[src/rtl/axil_req_arbiter.sv]
// Round-robin arbiter that funnels simple read/write commands from NUM_REQ
// requesters onto a single AXI4-Lite master port, one transaction at a time.
module axil_req_arbiter #(
    parameter int NUM_REQ    = 2,
    parameter int ADDR_WIDTH = 32,
    parameter int DATA_WIDTH = 32
) (
    input  logic                            clk,
    input  logic                            rst,
    input  logic [NUM_REQ-1:0]              req_valid,
    output logic [NUM_REQ-1:0]              req_ready,
    input  logic [NUM_REQ-1:0]              req_write,
    input  logic [NUM_REQ*ADDR_WIDTH-1:0]   req_addr,
    input  logic [NUM_REQ*DATA_WIDTH-1:0]   req_wdata,
    input  logic [NUM_REQ*DATA_WIDTH/8-1:0] req_wstrb,
    output logic [NUM_REQ-1:0]              rsp_valid,
    input  logic [NUM_REQ-1:0]              rsp_ready,
    output logic [DATA_WIDTH-1:0]           rsp_rdata,
    output logic [1:0]                      rsp_resp,
    output logic                            busy,
    output logic [ADDR_WIDTH-1:0]           m_AWADDR,
    output logic [2:0]                      m_AWPROT,
    output logic                            m_AWVALID,
    input  logic                            m_AWREADY,
    output logic [DATA_WIDTH-1:0]           m_WDATA,
    output logic [DATA_WIDTH/8-1:0]         m_WSTRB,
    output logic                            m_WVALID,
    input  logic                            m_WREADY,
    input  logic [1:0]                      m_BRESP,
    input  logic                            m_BVALID,
    output logic                            m_BREADY,
    output logic [ADDR_WIDTH-1:0]           m_ARADDR,
    output logic [2:0]                      m_ARPROT,
    output logic                            m_ARVALID,
    input  logic                            m_ARREADY,
    input  logic [DATA_WIDTH-1:0]           m_RDATA,
    input  logic [1:0]                      m_RRESP,
    input  logic                            m_RVALID,
    output logic                            m_RREADY
);
    localparam int GW = $clog2(NUM_REQ);
    localparam int SW = DATA_WIDTH / 8;

    typedef enum logic [2:0] {
        IDLE, WR_ADDR_DATA, WR_RESP, RD_ADDR, RD_DATA, RSP
    } state_t;

    state_t                  state;
    logic [GW-1:0]           last_grant;
    logic [GW-1:0]           grant;
    logic [GW-1:0]           next_grant;
    logic [GW-1:0]           hi_grant;
    logic [GW-1:0]           lo_grant;
    logic                    hi_found;
    logic                    found;
    logic [NUM_REQ-1:0]      grant_mask;
    logic                    sel_write;
    logic [ADDR_WIDTH-1:0]   sel_addr;
    logic [DATA_WIDTH-1:0]   sel_wdata;
    logic [SW-1:0]           sel_wstrb;
    logic [ADDR_WIDTH-1:0]   cmd_addr;
    logic [DATA_WIDTH-1:0]   cmd_wdata;
    logic [SW-1:0]           cmd_wstrb;

    // Round robin: lowest requester above last_grant wins, else the lowest overall.
    always_comb begin
        // NOTE: every variable gets a default up front so no path can infer a latch.
        hi_found  = 1'b0;
        found     = 1'b0;
        hi_grant  = '0;
        lo_grant  = '0;
        sel_write = 1'b0;
        sel_addr  = '0;
        sel_wdata = '0;
        sel_wstrb = '0;
        req_ready = '0;
        for (int i = NUM_REQ - 1; i >= 0; i--) begin
            if (req_valid[i]) begin
                found    = 1'b1;
                lo_grant = GW'(i);
                if (GW'(i) > last_grant) begin
                    hi_found = 1'b1;
                    hi_grant = GW'(i);
                end
            end
        end
        next_grant = hi_found ? hi_grant : lo_grant;
        for (int i = 0; i < NUM_REQ; i++) begin
            grant_mask[i] = (GW'(i) == grant);
            if (GW'(i) == next_grant) begin
                sel_write    = req_write[i];
                sel_addr     = req_addr[i*ADDR_WIDTH +: ADDR_WIDTH];
                sel_wdata    = req_wdata[i*DATA_WIDTH +: DATA_WIDTH];
                sel_wstrb    = req_wstrb[i*SW +: SW];
                req_ready[i] = (state == IDLE) && found;
            end
        end
    end

    always_ff @(posedge clk) begin
        // NOTE: non-blocking assignments so every register samples pre-edge values.
        if (rst) begin
            state      <= IDLE;
            last_grant <= GW'(NUM_REQ - 1);
            grant      <= '0;
            cmd_addr   <= '0;
            cmd_wdata  <= '0;
            cmd_wstrb  <= '0;
            m_AWVALID  <= 1'b0;
            m_WVALID   <= 1'b0;
            m_BREADY   <= 1'b0;
            m_ARVALID  <= 1'b0;
            m_RREADY   <= 1'b0;
            rsp_valid  <= '0;
            rsp_rdata  <= '0;
            rsp_resp   <= '0;
        end else begin
            case (state)
                IDLE: if (found) begin
                    grant     <= next_grant;
                    cmd_addr  <= sel_addr;
                    cmd_wdata <= sel_wdata;
                    cmd_wstrb <= sel_wstrb;
                    if (sel_write) begin
                        m_AWVALID <= 1'b1;
                        m_WVALID  <= 1'b1;
                        state     <= WR_ADDR_DATA;
                    end else begin
                        m_ARVALID <= 1'b1;
                        state     <= RD_ADDR;
                    end
                end
                WR_ADDR_DATA: begin
                    // AW and W complete independently; leave once neither is pending.
                    if (m_AWVALID && m_AWREADY) m_AWVALID <= 1'b0;
                    if (m_WVALID && m_WREADY) m_WVALID <= 1'b0;
                    if ((!m_AWVALID || m_AWREADY) && (!m_WVALID || m_WREADY)) begin
                        m_BREADY <= 1'b1;
                        state    <= WR_RESP;
                    end
                end
                WR_RESP: if (m_BVALID) begin
                    m_BREADY  <= 1'b0;
                    rsp_resp  <= m_BRESP;
                    rsp_rdata <= '0;
                    rsp_valid <= grant_mask;
                    state     <= RSP;
                end
                RD_ADDR: if (m_ARREADY) begin
                    m_ARVALID <= 1'b0;
                    m_RREADY  <= 1'b1;
                    state     <= RD_DATA;
                end
                RD_DATA: if (m_RVALID) begin
                    m_RREADY  <= 1'b0;
                    rsp_rdata <= m_RDATA;
                    rsp_resp  <= m_RRESP;
                    rsp_valid <= grant_mask;
                    state     <= RSP;
                end
                RSP: if (|(rsp_ready & grant_mask)) begin
                    rsp_valid  <= '0;
                    last_grant <= grant;
                    state      <= IDLE;
                end
                default: state <= IDLE;
            endcase
        end
    end

    assign busy     = (state != IDLE);
    assign m_AWADDR = cmd_addr;
    assign m_ARADDR = cmd_addr;
    assign m_WDATA  = cmd_wdata;
    assign m_WSTRB  = cmd_wstrb;
    assign m_AWPROT = 3'b000;
    assign m_ARPROT = 3'b000;
endmodule
[config.mk]
export PLATFORM = sky130hd
export DESIGN_NAME = axil_req_arbiter
export DESIGN_NICKNAME = d
export VERILOG_FILES = /design/src/rtl/axil_req_arbiter.sv
export SDC_FILE = /design/constraint.sdc
export NUM_CORES = 1
export LEC_CHECK = 0
export BUFFER_PORTS_ARGS = -buffer_cell sky130_fd_sc_hd__buf_4
export CAP_MARGIN = 20
export CELL_PAD_IN_SITES_DETAIL_PLACEMENT = 2
export CELL_PAD_IN_SITES_GLOBAL_PLACEMENT = 2
export CORE_ASPECT_RATIO = 0.6
export CORE_MARGIN = 10
export CORE_UTILIZATION = 23
export CTS_BUF_LIST = sky130_fd_sc_hd__clkbuf_4 sky130_fd_sc_hd__clkbuf_8 sky130_fd_sc_hd__clkbuf_16
export DETAILED_ROUTE_END_ITERATION = 10
export PLACE_DENSITY = 0.89
export REMOVE_ABC_BUFFERS = 1
export SLEW_MARGIN = 0
export SYNTH_ARGS = -nofsm -noshare
export SYNTH_HDL_FRONTEND = slang
export SYNTH_SLANG_ARGS = --single-unit
[constraint.sdc]
create_clock -name clk -period 2.7 [get_ports clk]
set_input_delay 0.54 -clock clk [delete_from_list [all_inputs] [get_ports clk]]
set_output_delay 0.54 -clock clk [all_outputs]
set_load 0.05 [all_outputs]
Yosys cells after proc, flatten, opt, wreduce, memory -nomap -nowiden
Cells that the tools add are included.
W data, S select, Z words.
{"block": "totals", "mem_count": 0, "latchBits": 0, "ff_bits": 114, "output_inout_bits": 150, "mem_bits_rw": 0, "input_bits": 185, "wordCells": 110, "romBits": 0}
{"block": "classes", "n_eq_ne": 15, "reduce_logical": 27, "n_shift": 0, "addsub": 0, "n_lt_le_gt_ge": 2, "mux": 50, "div": 0, "n_mul": 0, "bitwise_logic": 2}
{"op": "$mux W32", "count": 4}
{"op": "$pmux W32 S2", "count": 1}
{"op": "$mux W1", "count": 24}
{"op": "$ne A2 B2 Y1 const B", "count": 10}
{"op": "$mux W3", "count": 6}
{"op": "$pmux W3 S6", "count": 1}
{"op": "$reduce_and A4 Y1", "count": 4}
{"op": "$mux W2", "count": 6}
{"op": "$pmux W1 S2", "count": 5}
{"op": "$reduce_bool A2 Y1", "count": 5}
{"op": "$reduce_and A3 Y1", "count": 3}
{"op": "$eq A3 B2 Y1 const B", "count": 2}
{"op": "$eq A3 B3 Y1 const B", "count": 2}
{"op": "$pmux W2 S3", "count": 1}
{"op": "$reduce_and A6 Y1", "count": 1}
{"op": "$reduce_bool A3 Y1", "count": 2}
{"op": "$logic_and A1 B1 Y1", "count": 4}
{"op": "$mux W4", "count": 1}
{"op": "$pmux W2 S2", "count": 1}
{"op": "$reduce_and A2 Y1", "count": 2}
{"op": "$eq A3 B1 Y1 const B", "count": 1}
{"op": "$logic_not A3 Y1", "count": 1}
{"op": "$and A2 B2 Y2", "count": 1}
{"op": "$gt A1 B1 Y1 const A", "count": 2}
{"op": "4 further kinds", "count": 6}

Longest topological paths before layout
Gate-level depths: netlist of the first run.
{"block": "logic_depth", "ltp_word": 10, "mapped_depth": 8}

Worst setup path before layout of the first run
OpenSTA, ideal clock, no wires.
{"block": "synth_path", "path_type": "flip-flop to output port", "startpoint": "register state[0]", "endpoint": "output req_ready[0]", "arrival_ps": 1507, "slack_ps": 653, "path_stages_with_launch": 6, "path_buffers": 2, "required_time_ps": 2160, "cell_sequence": "dfxtp_1 -> buf_2 -> nor3_2 -> inv_2 -> nor3_2 -> buf_2"}
{"block": "synth_via", "elab_chain_cells": 3}
{"item": "start, declared", "line": "48", "text": "state_t state;"}
{"item": "start signal, assigned", "line": "103", "text": "state <= IDLE;"}
{"item": "start signal, assigned", "line": "127", "text": "state <= WR_ADDR_DATA;"}
{"item": "start signal, assigned", "line": "130", "text": "state <= RD_ADDR;"}
{"item": "$logic_not A3 Y1", "line": "95", "text": "req_ready[i] = (state == IDLE) && found;"}
{"item": "$logic_and A1 B1 Y1", "line": "95"}
{"item": "$mux W1", "line": "90", "text": "if (GW'(i) == next_grant) begin"}
{"item": "end, declared", "line": "11", "text": "output logic [NUM_REQ-1:0] req_ready,"}
No other way between the ends.

Worst setup path in the final report of the first run
{"block": "layout_path", "startpoint": "register state[2]", "endpoint": "output req_ready[0]"}
The elaborated chain is that of the path after synthesis.

==> reports/metrics.yaml, run 1 <==
outcome:
  status: "finished clean"
worst_setup_path:
  start_kind: "register"
  crit_start: "state[2]"
  critPathTopFamily: "simple AND/OR/NAND/NOR gates"
  crit_cells: 4
  rr_worst_depth: 6
  cp-end-kind: "primary output"
  crit_top_cell: "nor3_4"
  timing.rr.start: "state[2]"
  worst-path-buf-inv: 2
  crit_fanout: 13
  crit_slowest_cell: "dfxtp_1"
  path_cells: "nor3_4, inv_2, nor3_4, buf_4"
  rrSetupSlack_ns: 0.63
  max_stage_delay_ns: 0.47
  worstPathArrival_ns: 1.93
  timing.critical_path.to: "req_ready[0]"
  worst_ep_required_time_ns: 2.16
  timing.rr.end: "rsp_rdata[29]"
  crit_type: "reg -> out"
placed_design:
  dp.cells: 1001
  dp_slack_ns: 0.489
  hpwl_um: 20100
  portBuffers: 328
  place_area_mm2: 0.00700
  gp_routability_congestion: 0.780
synth:
  synth_area_leaders: "dfxtp_1 50%, a222oi_1 15%, nor2_1 9.1%, buf_4 6.6%, a22oi_1 5.4%"
  yosys.area_share.simple: 0.128
  yosysUniqueCellTypes: 40
  yosys.area_share.xor_xnor: 0.00192
  seq_area_frac_synth: 0.500
  yosys.cell_count.top_type: "dfxtp_1"
  ys_ff_latch: 114
  async_flop_share: 0
  syn-cell-area_mm2: 0.00456
  yosys.area.top_type_share: 0.500
  synth_top_cell_by_area: "dfxtp_1"
  syn_avg_cell_area_um2: 9.64
  synth_fa_ha_area_frac: 0
  synth_warnings: 0
  synth_cells: 473
  ys.flop_type: "dfxtp_1"
  synthMuxAreaShare: 0.0184
  synth_edf_count: 0
  synth_top_family_by_area: "compound AO/OA/AOI/OAI gates"
  yosys-top-cells-count: "114 x dfxtp_1, 110 x nor2_1, 68 x a222oi_1"
  synth_compound_area_frac: 0.233
detailed_routing:
  wl_met1_um: 9880
  highest_layer: "met4"
  wl_um: 26300
  drc: 0
  drtIter0Drc: 529
  wl_per_cell_um: 25.5
  vias: 5172
  via_per_inst: 5.00
  route.met2.wl_um: 13300
  dr_wl_met3_um: 2650
  final_antenna_net_count: 0
  dr.pass1.iters: 8
grt:
  grt_max_degree: 69
  antenna_found_initial: 3
  overflow: 0
  grt_first_pass_wirelength_um: 38000
  grt_pass1_vias: 5659
  track_usage: 0.192
power:
  p_leak_nw: 3.50
  p_per_area_mw_per_mm2: 1320
  ir_drop_mv: 0.493
  p_total_mw: 10.0
die:
  die_x_um: 202
  die_h_um: 129
  die-area_mm2: 0.0260
  num_rows: 39
  io_pins: 335
  core_region_area_mm2: 0.0192
  initial_core_util: 0.237
sta:
  rsz0062_at_grt: "false"
  skew_ns: 0.00728
  timing.final.crit_period_ns: 2.47
  drv_slew: 0
  finalHoldViolations: 0
  tightest_slew_ns: 0.530
  max_freq_ghz: 0.404
  relSlewSlack: 0.646
  fin_crit_sh: 0.916
  setup_viol_count_final: 0
  fin_ws_ns: 0.226
finish:
  instances_no_fill: 1034
  postLayoutCellArea_mm2: 0.00761
  fin_nets: 939
  syn2layout_area_growth_pct: 66.9
  drive_gt1_frac: 0.495
worst_hold_path:
  hold_class: "in -> reg"
clock_network:
  hold_buffers: 0
  path_clk_slew_ns: 0.05
  cts_tree: "done"
  root_buffer: "clkbuf_16"
  worstSkewPairLatency_ns: 0.42
  cts_sinks: 114
  cts.path.max_buffers: 2
  htree_levels: 4
  numCtsBuffers: 17
  cts_setup_buffers: 0
flow_run:
  max_cap_viol_count: 0
-- per-stage QoR --
stage	utilization	hold WS (ns)	TNS, ns
3_3_place_gp	0.364	0.461	0
2_1_floorplan	-	0.477	-83.33
6_report	0.396	0.359	0
3_5_place_dp	0.364	0.473	0
5_1_grt	0.396	0.344	0
4_1_cts	0.395	0.337	0
-- cells in the final DEF (no fill, tap or decap), types with 4 or more instances in the layout --
cell type and n:
buf_4 338, dfxtp_1 114, nor2_1 110, a222oi_1 68, a22oi_1 33, clkbuf_16 17, nand2_1 7, a21oi_1 7
conb_1 6, mux2i_1 5, clkbuf_8 5, nand3_1 4, inv_1 4
-- worst reg2reg max path, stage by stage, from the launching register on --
cell,delay (ns)
dfxtp_1,0.47
nor3b_1,0.23
buf_4,0.15
or4_1,0.47
buf_4,0.28
a22oi_1,0.28
nor2_1,0.07
-- logic make-up after synthesis --
| kind of cell | after synthesis |
|---|---|
| muxes | 8 |
| AOI/OAI and AO/OA | 123 |
| DFF | 114 |
| and+or+nand+nor | 137 |
| buffers and inverters | 89 |
| xor gates and xnor gates | 1 |
| other | 1 |
-- worst min-delay path by stage --
stage / startpoint / end / slack, ns / depth (start not counted)
floorplan: grant / rsp_valid[1] / 0.48 / 2
global placement: rsp_valid[0] / rsp_valid[0] / 0.46 / 2
detailed placement: rsp_valid[0] / rsp_valid[0] / 0.47 / 2
CTS: m_ARREADY / m_ARVALID / 0.34 / 2
global route: m_ARREADY / m_ARVALID / 0.34 / 2
finish: m_ARREADY / m_ARVALID / 0.36 / 2
-- area by class of cell --
class	instances	area, um^2
antenna	3	7.51
clock buffer	25	517
clock inverter	5	75.1
fill	2136	11600
inverter	6	22.5
multi-input combinational	275	1800
sequential	114	2280
tap	266	333
timing repair buffer	340	2580
-- flip-flops by register name (all words and copies together) (netlist names) --
| name | cells |
|---|---|
| m_WVALID | 1 |
| rsp_valid | 2 |
| m_RREADY | 1 |
| m_AWVALID | 1 |
| state | 3 |
| rsp_rdata | 32 |
| rsp_resp | 2 |
| m_ARVALID | 1 |
| grant | 1 |
| m_WSTRB | 4 |
| m_WDATA | 32 |
| m_BREADY | 1 |
| last_grant | 1 |
| m_ARADDR | 32 |
-- report_power, final --
group | internal, mW | switching [mW] | total [mW]
clock | 1.50 | 0.794 | 2.29
sequential | 2.12 | 0.361 | 2.48
combinational | 1.60 | 3.65 | 5.25
total | 5.22 | 4.81 | 10.0
-- what timing repair did --
item / CTS / global route
endpoints found under the hold margin: 0 / 0
setup endpoints to repair: 0 / 1
resized for setup: 0 / 1
-- layer usage --
metal	vias to the layer above	global-route usage
met4	0	0.0739
met1	2583	0.207
met5	-	0
li1	2306	-
met2	256	0.328
met3	27	0.0884
Power figures use the tool's default switching activity.
==> run 2, diff against run 1 <==
--- a/config.mk
+++ b/config.mk
@@ -15,6 +15,7 @@
 export CTS_BUF_LIST = sky130_fd_sc_hd__clkbuf_4 sky130_fd_sc_hd__clkbuf_8 sky130_fd_sc_hd__clkbuf_16
 export DETAILED_ROUTE_END_ITERATION = 10
 export PLACE_DENSITY = 0.89
+export RECOVER_POWER = 25
 export REMOVE_ABC_BUFFERS = 1
 export SLEW_MARGIN = 0
 export SYNTH_ARGS = -nofsm -noshare
==> reports/metrics.yaml, run 2 (synthesized netlist as in run 1, its figures left out) <==
outcome:
  status: "finished clean"  # unchanged
finish:
  syn2layout_area_growth_pct: 61.8  # was 66.9%
  final_common_cell: "buf_4"  # unchanged
  postLayoutCellArea_mm2: 0.00738  # was 0.00761 mm^2
  mostFrequentLayoutCells: "276 x buf_4, 114 x dfxtp_1, 110 x nor2_1"  # was 338 x buf_4, 114 x dfxtp_1, 110 x nor2_1
  drive_gt1_frac: 0.414  # was 0.495
  instances_no_fill: 1034  # unchanged
  utilization: 0.384  # was 0.396
  fin_nets: 939  # unchanged
worst_hold_path:
  hold-path-endpoint: "m_ARVALID"  # unchanged
  whs_path_depth: 2  # unchanged
  hold_class: "in -> reg"  # unchanged
  hold_start: "m_ARREADY"  # unchanged
worst_setup_path:
  path_cells: "nor3_4, inv_2, nor3_4, buf_4"  # unchanged
  worst_ep_required_time_ns: 2.16  # about the same
  rr_worst_depth: 6  # unchanged
  timing.rr.start: "state[2]"  # unchanged
  crit_type: "reg -> out"  # unchanged
  crit_slowest_cell: "dfxtp_1"  # unchanged
  timing.rr.end: "rsp_rdata[29]"  # unchanged
  cp-end-kind: "primary output"  # unchanged
  start_kind: "register"  # unchanged
  rrSetupSlack_ns: 0.62  # was 0.63 ns
  crit_fanout: 13  # unchanged
  crit_top_cell: "nor3_4"  # unchanged
  max_stage_delay_ns: 0.47  # about the same
  worstPathArrival_ns: 1.93  # about the same
grt:
  overflow: 0  # unchanged
  grt_first_pass_wirelength_um: 38000  # unchanged
  grt_pass1_vias: 5659  # unchanged
  antenna_found_initial: 3  # unchanged
  track_usage: 0.192  # unchanged
  grt_max_degree: 69  # unchanged
power:
  internal_power_mw: 5.03  # was 5.22 mW
  swShare: 0.488  # was 0.480
  p_seq_frac: 0.252  # was 0.248
  combPwrFrac: 0.515  # was 0.524
  clockPowerShare: 0.233  # was 0.228
  ir_drop_mv: 0.494  # was 0.493 mV
  p_switching_mw: 4.81  # about the same
  p_total_mw: 9.84  # was 10.0 mW
  p_leak_nw: 3.24  # was 3.50 nW
  p_per_area_mw_per_mm2: 1330  # was 1320 mW/mm^2
die:
  die-area_mm2: 0.0260  # unchanged
  die_x_um: 202  # unchanged
  initial_core_util: 0.237  # unchanged
  io_pins: 335  # unchanged
  die_h_um: 129  # unchanged
  core_region_area_mm2: 0.0192  # unchanged
  num_rows: 39  # unchanged
placed_design:
  dp.cells: 1001  # unchanged
  gp_routability_congestion: 0.780  # unchanged
  portBuffers: 328  # unchanged
  hpwl_um: 20100  # unchanged
  dp_slack_ns: 0.489  # unchanged
  place_area_mm2: 0.00700  # unchanged
clock_network:
  cts_sinks: 114  # unchanged
  cts_setup_buffers: 0  # unchanged
  hold_buffers: 0  # unchanged
  worstSkewPairLatency_ns: 0.42  # about the same
  htree_levels: 4  # unchanged
  cts_tree: "done"  # unchanged
  path_clk_slew_ns: 0.05  # about the same
  cts_resized: 0  # unchanged
  cts.path.max_buffers: 2  # unchanged
  root_buffer: "clkbuf_16"  # unchanged
  numCtsBuffers: 17  # unchanged
detailed_routing:
  wl_per_cell_um: 25.4  # was 25.5 um
  vias: 5154  # was 5172
  dr.pass1.iters: 6  # was 8
  final_antenna_net_count: 0  # unchanged
  drc: 0  # unchanged
  drtIter0Drc: 566  # was 529
  wl_um: 26300  # about the same
  via_per_inst: 4.98  # was 5.00
sta:
  fin_crit_sh: 0.915  # was 0.916
  setup_viol_count_final: 0  # unchanged
  timing.final.crit_period_ns: 2.47  # about the same
  final.setup.tns_ns: 0  # unchanged
  rsz0062_at_grt: "false"  # unchanged
  drv_slew: 0  # unchanged
  skew_ns: 0.00827  # was 0.00728 ns
  finalHoldViolations: 0  # unchanged
  relSlewSlack: 0.528  # was 0.646
  fin_ws_ns: 0.230  # was 0.226 ns
  tightest_slew_ns: 0.711  # was 0.530 ns
  max_freq_ghz: 0.405  # was 0.404 GHz
  whs_ns: 0.361  # was 0.359 ns
flow_run:
  max_cap_viol_count: 0  # unchanged
[run 2: changes by cell type in the layout (fill, tap and decap cells not counted), sizes merged]
cell	change
buf	-62
clkbuf	+62
[run 2: cell type report]
type	instances	area (um^2)
flip-flops and latches	114	2280
clock inverters	5	75.1
diodes	3	7.51
fillers	2201	11800
multi-input cells	275	1800
well taps	266	333
inverters	6	22.5
clock buffers	25	517
repair buffers	340	2340
[run 2: how the worst max path moves through the flow]
stage	start	to	slack (ns)	cells past startpoint
global placement	state[2]	req_ready[0]	0.55	4
detailed placement	req_valid[0]	m_WDATA[26]	0.49	6
floorplan	state[0]	req_ready[0]	-1.19	3
finish	state[2]	req_ready[0]	0.23	4
global route	state[2]	req_ready[0]	0.09	4
CTS	state[2]	req_ready[0]	0.08	4
[run 2: power groups by stage]
stage / combinational (mW) / clock (mW) / sequential (mW)
finish: 5.07 / 2.29 / 2.48
global route: 5.35 / 2.44 / 2.54
CTS: 5.29 / 2.35 / 2.48
detailed placement: 5.26 / 0 / 2.50
global placement: 5.13 / 0 / 2.47
floorplan: 1.43 / 0 / 4.31
[run 2: worst max-delay path, delay by kind of cell, from the launching register on]
family | cells | cell delay, ns
AND/OR/NAND/NOR | 2 | 0.67
flip-flops | 1 | 0.47
buffers and inverters | 2 | 0.37
[run 2: layer usage]
layer,share of wire,GRT usage,vias up
li1,-,-,2312
met1,0.38,0.207,2568
met2,0.50,0.328,247
met3,0.096,0.0884,27
met4,0.018,0.0739,0
met5,0,0,-
==> run 3, diff against run 2 <==
--- a/config.mk
+++ b/config.mk
@@ -5,18 +5,20 @@
 export SDC_FILE = /design/constraint.sdc
 export NUM_CORES = 1
 export LEC_CHECK = 0
+export ABC_AREA = 1
 export BUFFER_PORTS_ARGS = -buffer_cell sky130_fd_sc_hd__buf_4
 export CAP_MARGIN = 20
 export CELL_PAD_IN_SITES_DETAIL_PLACEMENT = 2
 export CELL_PAD_IN_SITES_GLOBAL_PLACEMENT = 2
 export CORE_ASPECT_RATIO = 0.6
 export CORE_MARGIN = 10
-export CORE_UTILIZATION = 23
+export CORE_UTILIZATION = 22
 export CTS_BUF_LIST = sky130_fd_sc_hd__clkbuf_4 sky130_fd_sc_hd__clkbuf_8 sky130_fd_sc_hd__clkbuf_16
 export DETAILED_ROUTE_END_ITERATION = 10
-export PLACE_DENSITY = 0.89
+export PLACE_DENSITY = 0.9
 export RECOVER_POWER = 25
 export REMOVE_ABC_BUFFERS = 1
+export SKIP_LAST_GASP = 1
 export SLEW_MARGIN = 0
 export SYNTH_ARGS = -nofsm -noshare
 export SYNTH_HDL_FRONTEND = slang
==> reports/metrics.yaml, run 3 <==
detailed_routing:
  vias: 5700  # was 5154
  via_per_inst: 4.51  # was 4.98
  wl_um: 26400  # was 26300 um
  drtIter0Drc: 218  # was 566
  dr.pass1.iters: 4  # was 6
  final_antenna_net_count: 0  # unchanged
  wl_per_cell_um: 20.8  # was 25.4 um
  drc: 0  # unchanged
finish:
  fillers: 2621  # was 2201
  num_antenna_cells: 0  # was 3
  mostFrequentLayoutCells: "315 x nand2_1, 269 x buf_4, 114 x dfxtp_1"  # was 276 x buf_4, 114 x dfxtp_1, 110 x nor2_1
  drive_gt1_frac: 0.318  # was 0.414
  postLayoutCellArea_mm2: 0.00769  # was 0.00738 mm^2
  syn2layout_area_growth_pct: 56.7  # was 61.8%
  fin_nets: 1154  # was 939
  final_common_cell: "nand2_1"  # was buf_4
synth:
  async_flop_share: 0  # unchanged
  synth_cells: 688  # was 473
  synth_edf_count: 0  # unchanged
  synth_top_cell_by_area: "dfxtp_1"  # unchanged
  ys.flop_type: "dfxtp_1"  # unchanged
  yosys.area.top_type_share: 0.465  # was 0.500
  synth_area_leaders: "dfxtp_1 46%, nand2_1 24%, a31oi_1 8.7%, buf_4 6.6%, a21oi_1 3.8%"  # was dfxtp_1 50%, a222oi_1 15%, nor2_1 9.1%, buf_4 6.6%, a22oi_1 5.4%
  yosysUniqueCellTypes: 22  # was 40
  seq_area_frac_synth: 0.465  # was 0.500
  yosys-top-cells-count: "315 x nand2_1, 114 x dfxtp_1, 68 x a31oi_1"  # was 114 x dfxtp_1, 110 x nor2_1, 68 x a222oi_1
  yosys.cell_count.top_type: "nand2_1"  # was dfxtp_1
  ys_ff_latch: 114  # unchanged
  syn-cell-area_mm2: 0.00491  # was 0.00456 mm^2
  synth_warnings: 0  # unchanged
  syn_avg_cell_area_um2: 7.13  # was 9.64 um^2
sta:
  fin_crit_sh: 0.870  # was 0.915
  max_freq_ghz: 0.426  # was 0.405 GHz
  timing.final.crit_period_ns: 2.35  # was 2.47 ns
  finalHoldViolations: 0  # unchanged
  rsz0062_at_grt: "false"  # unchanged
  skew_ns: 0.0124  # was 0.00827 ns
  setup_viol_count_final: 0  # unchanged
  relSlewSlack: 0.489  # was 0.528
  tightest_slew_ns: 0.767  # was 0.711 ns
  drv_slew: 0  # unchanged
die:
  die-area_mm2: 0.0289  # was 0.0260 mm^2
  die_x_um: 213  # was 202 um
  io_pins: 335  # unchanged
  die_h_um: 136  # was 129 um
  core_region_area_mm2: 0.0220  # was 0.0192 mm^2
  initial_core_util: 0.223  # was 0.237
  num_rows: 42  # was 39
clock_network:
  numCtsBuffers: 17  # unchanged
  cts_sinks: 114  # unchanged
  worstSkewPairLatency_ns: 0.42  # about the same
  cts_setup_buffers: 0  # unchanged
  cts.path.max_buffers: 2  # unchanged
  htree_levels: 4  # unchanged
  path_clk_slew_ns: 0.06  # was 0.05 ns
  cts_tree: "done"  # unchanged
  hold_buffers: 0  # unchanged
  root_buffer: "clkbuf_16"  # unchanged
  cts_resized: 0  # unchanged
power:
  p_leak_nw: 3.36  # was 3.24 nW
  p_total_mw: 9.29  # was 9.84 mW
  p_per_area_mw_per_mm2: 1210  # was 1330 mW/mm^2
  ir_drop_mv: 0.439  # was 0.494 mV
worst_setup_path:
  crit_fanout: 7  # was 13
  path_cells: "nor2_4, nand2_4, nor2_2, inv_2, nor2_4, buf_4"  # was nor3_4, inv_2, nor3_4, buf_4
  worst_ep_required_time_ns: 2.16  # about the same
  worstPathArrival_ns: 1.81  # was 1.93 ns
  start_kind: "register"  # unchanged
  crit_top_cell: "nor2_4"  # was nor3_4
  cp-end-kind: "primary output"  # unchanged
  max_stage_delay_ns: 0.39  # was 0.47 ns
  crit_type: "reg -> out"  # unchanged
  crit_slowest_cell: "dfxtp_1"  # unchanged
grt:
  grt_pass1_vias: 6382  # was 5659
  overflow: 0  # unchanged
  track_usage: 0.177  # was 0.192
  antenna_found_initial: 0  # was 3
  grt_first_pass_wirelength_um: 38700  # was 38000 um
  grt_max_degree: 70  # was 69
worst_hold_path:
  hold_class: "in -> reg"  # unchanged
flow_run:
  max_cap_viol_count: 0  # unchanged
placed_design:
  hpwl_um: 20600  # was 20100 um
  gp_routability_congestion: 0.782  # was 0.780
  place_area_mm2: 0.00737  # was 0.00700 mm^2
  portBuffers: 328  # unchanged
outcome:
  status: "finished clean"  # unchanged
==> run 3: cell count changes after synthesis, moves of 4 or more <==
cell	change
a222oi_1	-68
a22oi_1	-33
nor2_2	+4
nor2_1	-89
buf_2	-5
inv_1	+17
nand2_1	+308
a21oi_1	+30
nand3_1	+7
mux2i_1	-5
a31oi_1	+66
==> run 3: critical path: cells and delay by family, from the launching register on <==
family        cells  cell delay, ns
flops             1            0.39
simple gates      4            0.68
buf+inv           2            0.31
==> run 3: layout make-up <==
cell class | count | area, um^2 | area share
well taps | 286 | 358 | 0.0465
multi-input cells | 476 | 2080 | 0.270
repair buffers | 335 | 2320 | 0.301
flip-flops and latches | 114 | 2280 | 0.297
clock buffers | 22 | 475 | 0.0618
clock inverters | 7 | 85.1 | 0.0111
inverters | 25 | 93.8 | 0.0122
==> run 3: final timing paths <==
path | start | endpoint | slack (ns) | cells after the start
worst max register to register | state[2] | m_WDATA[2] | 0.52 | 7
worst min register to register | rsp_rdata[14] | rsp_rdata[14] | 0.46 | 2
worst max-delay path | state[0] | req_ready[0] | 0.35 | 6
worst min-delay path | req_addr[0] | m_ARADDR[0] | 0.38 | 3
==> run 3: per-stage QoR <==
step / setup WS (ns) / TNS (ns) / hold slack [ns] / utilization / instances
after floorplan: -0.202 / -3.03 / 0.446 / - / 615
after global placement: 0.701 / 0 / 0.450 / 0.335 / 1236
after detailed placement: 0.546 / 0 / 0.459 / 0.335 / 1236
after CTS: 0.304 / 0 / 0.362 / 0.361 / 1265
after global routing: 0.249 / 0 / 0.369 / 0.350 / 1265
final: 0.350 / 0 / 0.383 / 0.350 / 1265
==> run 3: layer usage <==
layer | global-route usage | part of all wire | vias to the layer above
met3 | 0.0876 | 0.11 | 20
met2 | 0.303 | 0.49 | 197
met4 | 0.0399 | 0.0096 | 0
li1 | - | - | 2730
met1 | 0.192 | 0.39 | 2753
met5 | 0 | 0 | -
==> run 3: cell families (layout without fill, tap and decap cells) <==
logic type | Yosys count | after routing | synth area share
other | 1 | 6 | 0.000764
AOI/OAI and AO/OA | 112 | 112 | 0.133
DFF | 114 | 114 | 0.465
and+or+nand+nor | 358 | 358 | 0.285
buffers and inverters | 103 | 389 | 0.116
==> run 3: power by group <==
part           internal (mW)  switching [mW]
clock                   1.41           0.798
combinational           1.18            3.51
sequential              2.07           0.312
